File: src/rtl/calc1_requester_if.sv
// Bundle of host, calc1-port and result signals for calc1_requester.
// The slave modport is the requester block itself; the master modport is
// whatever drives it (host plus calc1 response side).
interface calc1_requester_if;

    // Host request channel
    logic        host_valid;
    logic        host_ready;
    logic [3:0]  host_cmd;
    logic [31:0] host_op1;
    logic [31:0] host_op2;

    // calc1 request port (reqN_cmd_in / reqN_data_in)
    logic [3:0]  req_cmd_out;
    logic [31:0] req_data_out;

    // calc1 response port (out_respN / out_dataN)
    logic [1:0]  calc_resp;
    logic [31:0] calc_data;

    // Result channel back to the host
    logic        res_valid;
    logic        res_ready;
    logic [1:0]  res_resp;
    logic [31:0] res_data;
    logic        res_timeout;

    // Saturating count of responses that arrived outside WAIT
    logic [7:0]  spurious_cnt;

    modport slave (
        input  host_valid,
        input  host_cmd,
        input  host_op1,
        input  host_op2,
        input  calc_resp,
        input  calc_data,
        input  res_ready,
        output host_ready,
        output req_cmd_out,
        output req_data_out,
        output res_valid,
        output res_resp,
        output res_data,
        output res_timeout,
        output spurious_cnt
    );

    modport master (
        output host_valid,
        output host_cmd,
        output host_op1,
        output host_op2,
        output calc_resp,
        output calc_data,
        output res_ready,
        input  host_ready,
        input  req_cmd_out,
        input  req_data_out,
        input  res_valid,
        input  res_resp,
        input  res_data,
        input  res_timeout,
        input  spurious_cnt
    );

endinterface

File: src/rtl/calc1_requester.sv
// calc1_requester: drives one calc1 request port with a two-beat command
// (cmd+op1, then op2), waits for the matching response or a timeout, and
// presents the outcome to the host on a result channel.
//
// Handshake rules (both channels):
//   - A transfer happens on a rising c_clk edge where valid and ready are
//     both high.
//   - Host request: host_ready is high only in IDLE; host_valid seen in any
//     other state is ignored and the operands already latched are kept.
//   - Result: once res_valid rises it stays high with res_resp/res_data/
//     res_timeout frozen until an edge with res_ready high.
//
// All outputs are registers; nothing on the req_* or res_* side has a
// combinational path from an input.
module calc1_requester #(
    parameter int TIMEOUT = 100  // WAIT cycles before giving up (1..65535)
) (
    input  logic               c_clk,
    input  logic               reset,
    calc1_requester_if.slave   bus,
    output logic [2:0]         state_dbg
);

    typedef enum logic [2:0] {
        S_IDLE  = 3'd0,
        S_SEND1 = 3'd1,
        S_SEND2 = 3'd2,
        S_WAIT  = 3'd3,
        S_DONE  = 3'd4
    } state_t;

    // Value of the wait counter in the last WAIT cycle allowed; the counter
    // starts at 0, so leaving when it equals TIMEOUT-1 gives exactly
    // TIMEOUT cycles spent in WAIT.
    localparam logic [15:0] LAST_WAIT = 16'(TIMEOUT - 1);

    state_t      state;
    logic [31:0] op2_q;     // second beat, held until SEND1 puts it out
    logic [15:0] wait_cnt;  // cycles spent in WAIT so far
    logic [7:0]  spur_q;

    assign state_dbg        = state;
    assign bus.spurious_cnt = spur_q;

    // Main transaction FSM with all channel outputs registered alongside it.
    always_ff @(posedge c_clk or posedge reset) begin
        if (reset) begin
            state            <= S_IDLE;
            bus.host_ready   <= 1'b1;
            bus.req_cmd_out  <= 4'd0;
            bus.req_data_out <= 32'd0;
            op2_q            <= 32'd0;
            wait_cnt         <= 16'd0;
            bus.res_valid    <= 1'b0;
            bus.res_resp     <= 2'b00;
            bus.res_data     <= 32'd0;
            bus.res_timeout  <= 1'b0;
        end else begin
            case (state)
                S_IDLE: begin
                    // Accept: the first beat is loaded straight into the
                    // output registers so it appears in the SEND1 cycle.
                    if (bus.host_valid) begin
                        bus.req_cmd_out  <= bus.host_cmd;
                        bus.req_data_out <= bus.host_op1;
                        op2_q            <= bus.host_op2;
                        bus.host_ready   <= 1'b0;
                        state            <= S_SEND1;
                    end
                end

                S_SEND1: begin
                    // Second beat carries no command, only operand 2.
                    bus.req_cmd_out  <= 4'd0;
                    bus.req_data_out <= op2_q;
                    state            <= S_SEND2;
                end

                S_SEND2: begin
                    bus.req_cmd_out  <= 4'd0;
                    bus.req_data_out <= 32'd0;
                    wait_cnt         <= 16'd0;
                    state            <= S_WAIT;
                end

                S_WAIT: begin
                    // A response in the final WAIT cycle still beats the
                    // timeout, so it is tested first.
                    if (bus.calc_resp != 2'b00) begin
                        bus.res_resp    <= bus.calc_resp;
                        bus.res_data    <= bus.calc_data;
                        bus.res_timeout <= 1'b0;
                        bus.res_valid   <= 1'b1;
                        state           <= S_DONE;
                    end else if (wait_cnt == LAST_WAIT) begin
                        bus.res_resp    <= 2'b00;
                        bus.res_data    <= 32'd0;
                        bus.res_timeout <= 1'b1;
                        bus.res_valid   <= 1'b1;
                        state           <= S_DONE;
                    end
                    wait_cnt <= wait_cnt + 16'd1;
                end

                S_DONE: begin
                    // Hold the result until the host takes it; the return
                    // to IDLE guarantees an idle cycle before the next send.
                    if (bus.res_ready) begin
                        bus.res_valid  <= 1'b0;
                        bus.host_ready <= 1'b1;
                        state          <= S_IDLE;
                    end
                end

                default: begin
                    bus.req_cmd_out  <= 4'd0;
                    bus.req_data_out <= 32'd0;
                    bus.res_valid    <= 1'b0;
                    bus.host_ready   <= 1'b1;
                    state            <= S_IDLE;
                end
            endcase
        end
    end

    // Count responses that show up when no transaction is waiting for one.
    always_ff @(posedge c_clk or posedge reset) begin
        if (reset) begin
            spur_q <= 8'd0;
        end else if (state != S_WAIT && bus.calc_resp != 2'b00 && spur_q != 8'hFF) begin
            spur_q <= spur_q + 8'd1;
        end
    end

endmodule

File: src/flat_wrapper.sv
// flat-port wrapper written by rule: the top's interface ports become plain ports
module calc1_requester_flat 
#(
    parameter int TIMEOUT = 100                                            
)
  (c_clk, reset, state_dbg, bus_host_valid, bus_host_cmd, bus_host_op1, bus_host_op2, bus_calc_resp, bus_calc_data, bus_res_ready, bus_host_ready, bus_req_cmd_out, bus_req_data_out, bus_res_valid, bus_res_resp, bus_res_data, bus_res_timeout, bus_spurious_cnt);
  calc1_requester_if bus_i ();
  input  logic c_clk;
  input  logic reset;
  output logic [2:0] state_dbg;
  input wire logic [$bits(bus_i.host_valid)-1:0] bus_host_valid;
  input wire logic [$bits(bus_i.host_cmd)-1:0] bus_host_cmd;
  input wire logic [$bits(bus_i.host_op1)-1:0] bus_host_op1;
  input wire logic [$bits(bus_i.host_op2)-1:0] bus_host_op2;
  input wire logic [$bits(bus_i.calc_resp)-1:0] bus_calc_resp;
  input wire logic [$bits(bus_i.calc_data)-1:0] bus_calc_data;
  input wire logic [$bits(bus_i.res_ready)-1:0] bus_res_ready;
  output wire logic [$bits(bus_i.host_ready)-1:0] bus_host_ready;
  output wire logic [$bits(bus_i.req_cmd_out)-1:0] bus_req_cmd_out;
  output wire logic [$bits(bus_i.req_data_out)-1:0] bus_req_data_out;
  output wire logic [$bits(bus_i.res_valid)-1:0] bus_res_valid;
  output wire logic [$bits(bus_i.res_resp)-1:0] bus_res_resp;
  output wire logic [$bits(bus_i.res_data)-1:0] bus_res_data;
  output wire logic [$bits(bus_i.res_timeout)-1:0] bus_res_timeout;
  output wire logic [$bits(bus_i.spurious_cnt)-1:0] bus_spurious_cnt;
  assign bus_i.host_valid = bus_host_valid;
  assign bus_i.host_cmd = bus_host_cmd;
  assign bus_i.host_op1 = bus_host_op1;
  assign bus_i.host_op2 = bus_host_op2;
  assign bus_i.calc_resp = bus_calc_resp;
  assign bus_i.calc_data = bus_calc_data;
  assign bus_i.res_ready = bus_res_ready;
  assign bus_host_ready = bus_i.host_ready;
  assign bus_req_cmd_out = bus_i.req_cmd_out;
  assign bus_req_data_out = bus_i.req_data_out;
  assign bus_res_valid = bus_i.res_valid;
  assign bus_res_resp = bus_i.res_resp;
  assign bus_res_data = bus_i.res_data;
  assign bus_res_timeout = bus_i.res_timeout;
  assign bus_spurious_cnt = bus_i.spurious_cnt;
  calc1_requester #(.TIMEOUT(TIMEOUT)) u_core (.c_clk(c_clk), .reset(reset), .bus(bus_i), .state_dbg(state_dbg));
endmodule
File: config.mk
export PLATFORM = sky130hd
export DESIGN_NAME = calc1_requester_flat
export DESIGN_NICKNAME = d
export VERILOG_FILES = /design/src/rtl/calc1_requester_if.sv /design/src/rtl/calc1_requester.sv /design/src/flat_wrapper.sv
export SDC_FILE = /design/constraint.sdc
export NUM_CORES = 1
export LEC_CHECK = 0
export ABC_AREA = 0
export CAP_MARGIN = 10
export CORE_MARGIN = 4
export CORE_UTILIZATION = 46
export DETAILED_ROUTE_END_ITERATION = 6
export PLACE_DENSITY = 0.8
export RECOVER_POWER = 100
export SYNTH_ARGS = -nofsm -noshare
export SYNTH_HDL_FRONTEND = slang
export SYNTH_SLANG_ARGS = --single-unit
export TNS_END_PERCENT = 50
File: constraint.sdc
create_clock -name c_clk -period 5.5 [get_ports c_clk]
set_clock_uncertainty 0.2 [all_clocks]
set_input_delay 1.1 -clock c_clk [delete_from_list [all_inputs] [get_ports c_clk]]
set_output_delay 1.1 -clock c_clk [all_outputs]
set_load 0.05 [all_outputs]
==> run summary <==
The clock transition time at the flip-flop clock pins of the worst setup and hold paths is 0.05 ns. The least setup slack across all paths after layout came out at 1.38 ns. The number of placed instances, taps included is 858. The die extent in y came out at 119 um. The maximum frequency from static timing analysis is about 0.24 GHz. The register area came out at around 0.0033 mm2.

Summing all placed instances gives a cell area of around 0.0077 mm2. The placer's final routability congestion estimate came out at 0.817. The mean cell area of the mapped netlist is ~11 um2. In the synthesized netlist the dominant register cell turns out to be sky130_fd_sc_hd__dfrtp_1. The number of vias in the routed layout came out at between 4000 and 5000. The part of the Yosys area used for sequential elements came out at 0.582. Signal routing reaches up to met4. The number of design-rule violations left by the first detailed-router iteration came out at 480. The number of nets in the synthesized netlist is 633. The maximum VDD drop came out at 0.000371 V. The worst register-to-register path begins at u_core.state_dbg[2]. The final global-route overflow total came out at 0. The worst setup path is launched from an input pin. The final critical delay including setup and external delays came out at 4.12 ns. The root buffer cell chosen for the clock tree is sky130_fd_sc_hd__clkbuf_16. The count of flip-flops with a built-in enable after synthesis is 0. The slew at the pin closest to its max-slew limit is 2.01 ns.

The routed wirelength normalized by instance count is 17.8 um. For this design the ratio of total power to cell area is roughly 680 mW/mm2. The endpoint identified for the worst register-to-register timing path is u_core.bus.res_data[25]. The wire length on met2 came out at about 8.4 mm. The floorplan has 40 rows. The routed design uses 798 um of met3 wire.

The width of the die is 119 um. The critical path data required time is 5.53 ns. For this run, the number of standard cells in the final layout without fillers is 890. In this run the worst path has a maximum fanout of 34.

The die area came out at 0.0142 mm2. The layout overhead on the synthesized area came out at 46.6%. The number of antenna violations at the first check in global routing came out at 0.

The share of async-settable or async-resettable flops after synthesis is 1.00. The total of warnings raised by yosys is 0. Of the cells placed in the final design, the portion with a size suffix greater than 1 is 0.0637. The clock tree from TritonCTS is done.

Entering global routing, the biggest net connects 48 pins. The maximum level of the CTS H-tree is 4. The via density per instance came out at between 5 and 6. The max-capacitance violation count is 3. For this configuration, the core starts out at a cell density of 0.471.

The endpoint arrival time on the critical path is approximately 4.2 ns. The detailed-route wire length is 15.8 mm. The number of global-route vias before repair came out at 4965. Synthesis inferred roughly 130 register bits. The total of hold buffers inserted after clock tree synthesis is 0. The number of distinct library cell variants in the gate-level netlist after synthesis came out at 50. The analysis attributes to cell leakage a power of 3.68 nW. The clock reaches the later pin of the worst-skew pair after 0.41 ns. Measured against its own limit, the worst slew margin works out to -0.345. The number of nets with antenna violations after detailed routing came out at 0. The worst hold-check path type is reg2reg. The I/O pin count is 190. The remaining design rule violation count came out at 0. The multi-input combinational cells in the finished layout cover a total of ~0.0022 mm2. Setup repair after global routing left no endpoint under its margin.

The fraction of the cycle the final worst path needs is 0.749. The wire length of the first global-routing pass came out at around 26 mm. The number of buffers between clock root and the deepest sink is 2.

The count of input and output buffers is 189. The capturing element type of the critical path is a flip-flop. The fill cell total of the finished layout is 901. The most common library cell in the layout ignoring fill and taps is sky130_fd_sc_hd__dfrtp_1.

The register-to-register path setup slack came out at 1.68 ns. The total inserted antenna cells is 0. The area of the core came out at 0.0121 mm2. The cell count after synthesis came out at 525. Buffers added to address setup during post-CTS repair amount to 0. Along the worst hold path, the cell count comes to 1. Summing every instance area after synthesis gives 0.00568 mm2.

After detailed routing, the wire length on met1 is between 6 and 7 mm. The final standard cell area without fillers is 0.00832 mm2. The number of iterations in the first detailed-routing pass is 6. The library cells used most frequently in the layout, excluding fill and tap cells, are 131 x sky130_fd_sc_hd__dfrtp_1, 114 x sky130_fd_sc_hd__nand2_1, 102 x sky130_fd_sc_hd__clkdlybuf4s50_1. The number of cells on the worst reg-to-reg path came out at 5. The final count of hold timing violations is 0.

The max-slew violation count came to 127. The final setup violation count is 0. The checks that failed: max-capacitance violations, max-slew violations. After clock tree synthesis, the repair step resized 0 gates. The most critical setup path has its startpoint at bus_calc_resp[1]. The number of nets in the finished design is 818. TritonCTS created 17 clock buffers. Following the worst setup path forward leads to its endpoint at u_core.bus.res_data[25]. The critical path is of the in2reg type. Prior to clock tree synthesis, the placed netlist has a worst setup slack of 1.98 ns. The flow ran to the end, but the final reports show violations. The wire-length estimate of the detail-placed layout is between 10 and 15 mm.

The number of sinks driven by the clock tree came out at roughly 130. For this run, the total global-route usage over all layers was measured as 0.226. The aggregate negative setup slack is 0 ns.
## metrics by stage
stage	power, mW	util	hold WS, ns
floorplan	3.53	-	0.259
global placement	4.40	0.636	0.262
detailed placement	4.48	0.636	0.265
CTS	5.81	0.692	0.277
global route	5.91	0.690	0.298
finish	5.62	0.690	0.272
## Yosys cell counts, types with 4 or more instances
cell	number	area [um2]
sky130_fd_sc_hd__and4_1	4	35.0
sky130_fd_sc_hd__nand2_1	114	428
sky130_fd_sc_hd__buf_2	13	65.1
sky130_fd_sc_hd__xnor2_1	7	61.3
sky130_fd_sc_hd__o21ai_1	38	190
sky130_fd_sc_hd__a22oi_1	32	240
sky130_fd_sc_hd__nor2_1	11	41.3
sky130_fd_sc_hd__mux2_1	33	372
sky130_fd_sc_hd__a21oi_1	36	180
sky130_fd_sc_hd__and3_1	7	43.8
sky130_fd_sc_hd__o21ai_0	13	65.1
sky130_fd_sc_hd__xor2_1	5	43.8
sky130_fd_sc_hd__dfrtp_1	131	3280
sky130_fd_sc_hd__a22o_1	4	35.0
sky130_fd_sc_hd__buf_4	4	30.0
sky130_fd_sc_hd__nand3_1	8	40.0
sky130_fd_sc_hd__nand4_1	7	43.8
sky130_fd_sc_hd__clkbuf_1	9	33.8
## registers in the layout, indices dropped and copies added (netlist names)
name	cells
u_core.bus.spurious_cnt	8
u_core.state_dbg	3
u_core.bus.res_resp	2
u_core.bus.host_ready	1
u_core.bus.res_timeout	1
u_core.bus.req_cmd_out	4
u_core.bus.res_valid	1
u_core.bus.res_data	32
u_core.op2_q	32
u_core.wait_cnt	16
u_core.bus.req_data_out	32
## power breakdown
part / switching, mW / internal [mW] / total [mW] / leakage [nW]
Clock: 0.412 / 0.892 / 1.30 / 0.333
Sequential: 0.291 / 1.39 / 1.68 / 1.68
Combinational: 1.80 / 0.831 / 2.63 / 1.67
Total: 2.51 / 3.12 / 5.62 / 3.68
## how the worst min path moves through the flow
stage / start / end
6_report: u_core.bus.res_timeout / u_core.bus.res_timeout
2_1_floorplan: u_core.op2_q[0] / u_core.op2_q[0]
3_3_place_gp: u_core.bus.res_timeout / u_core.bus.res_timeout
4_1_cts: u_core.bus.res_timeout / u_core.bus.res_timeout
3_5_place_dp: u_core.bus.res_timeout / u_core.bus.res_timeout
5_1_grt: u_core.op2_q[17] / u_core.op2_q[17]
## per-layer routing
layer  track usage  up-vias
li1              -     2226
met3        0.0565       41
met1         0.264     2354
met5             0        -
met4         0.102        0
met2         0.393      187
## worst max-delay path, cell delays in order
cell and delay, ns:
sky130_fd_sc_hd__dlygate4sd3_1 0.60, sky130_fd_sc_hd__o21ai_0 0.18, sky130_fd_sc_hd__clkbuf_1 1.07, sky130_fd_sc_hd__and3_1 1.08
sky130_fd_sc_hd__a21oi_1 0.11
## logic make-up after synthesis
kind of cell | count (synthesis) | share of synthesized area
AO/OA/AOI/OAI | 135 | 0.144
multiplexers | 33 | 0.0655
AND/OR/NAND/NOR | 177 | 0.147
buffers and inverters | 34 | 0.0379
flip-flops | 132 | 0.582
adder cells (fa/ha/maj) | 2 | 0.00441
XOR/XNOR | 12 | 0.0185
## final cells by class
| class | count | area share |
|---|---|---|
| Inverter | 2 | 0.00105 |
| Multi-Input combinational cell | 359 | 0.260 |
| Timing Repair Buffer | 198 | 0.234 |
| Clock inverter | 14 | 0.0311 |
| Sequential cell | 132 | 0.397 |
| Clock buffer | 17 | 0.0511 |
| Tap cell | 168 | 0.0253 |
Power figures use the tool's default switching activity.
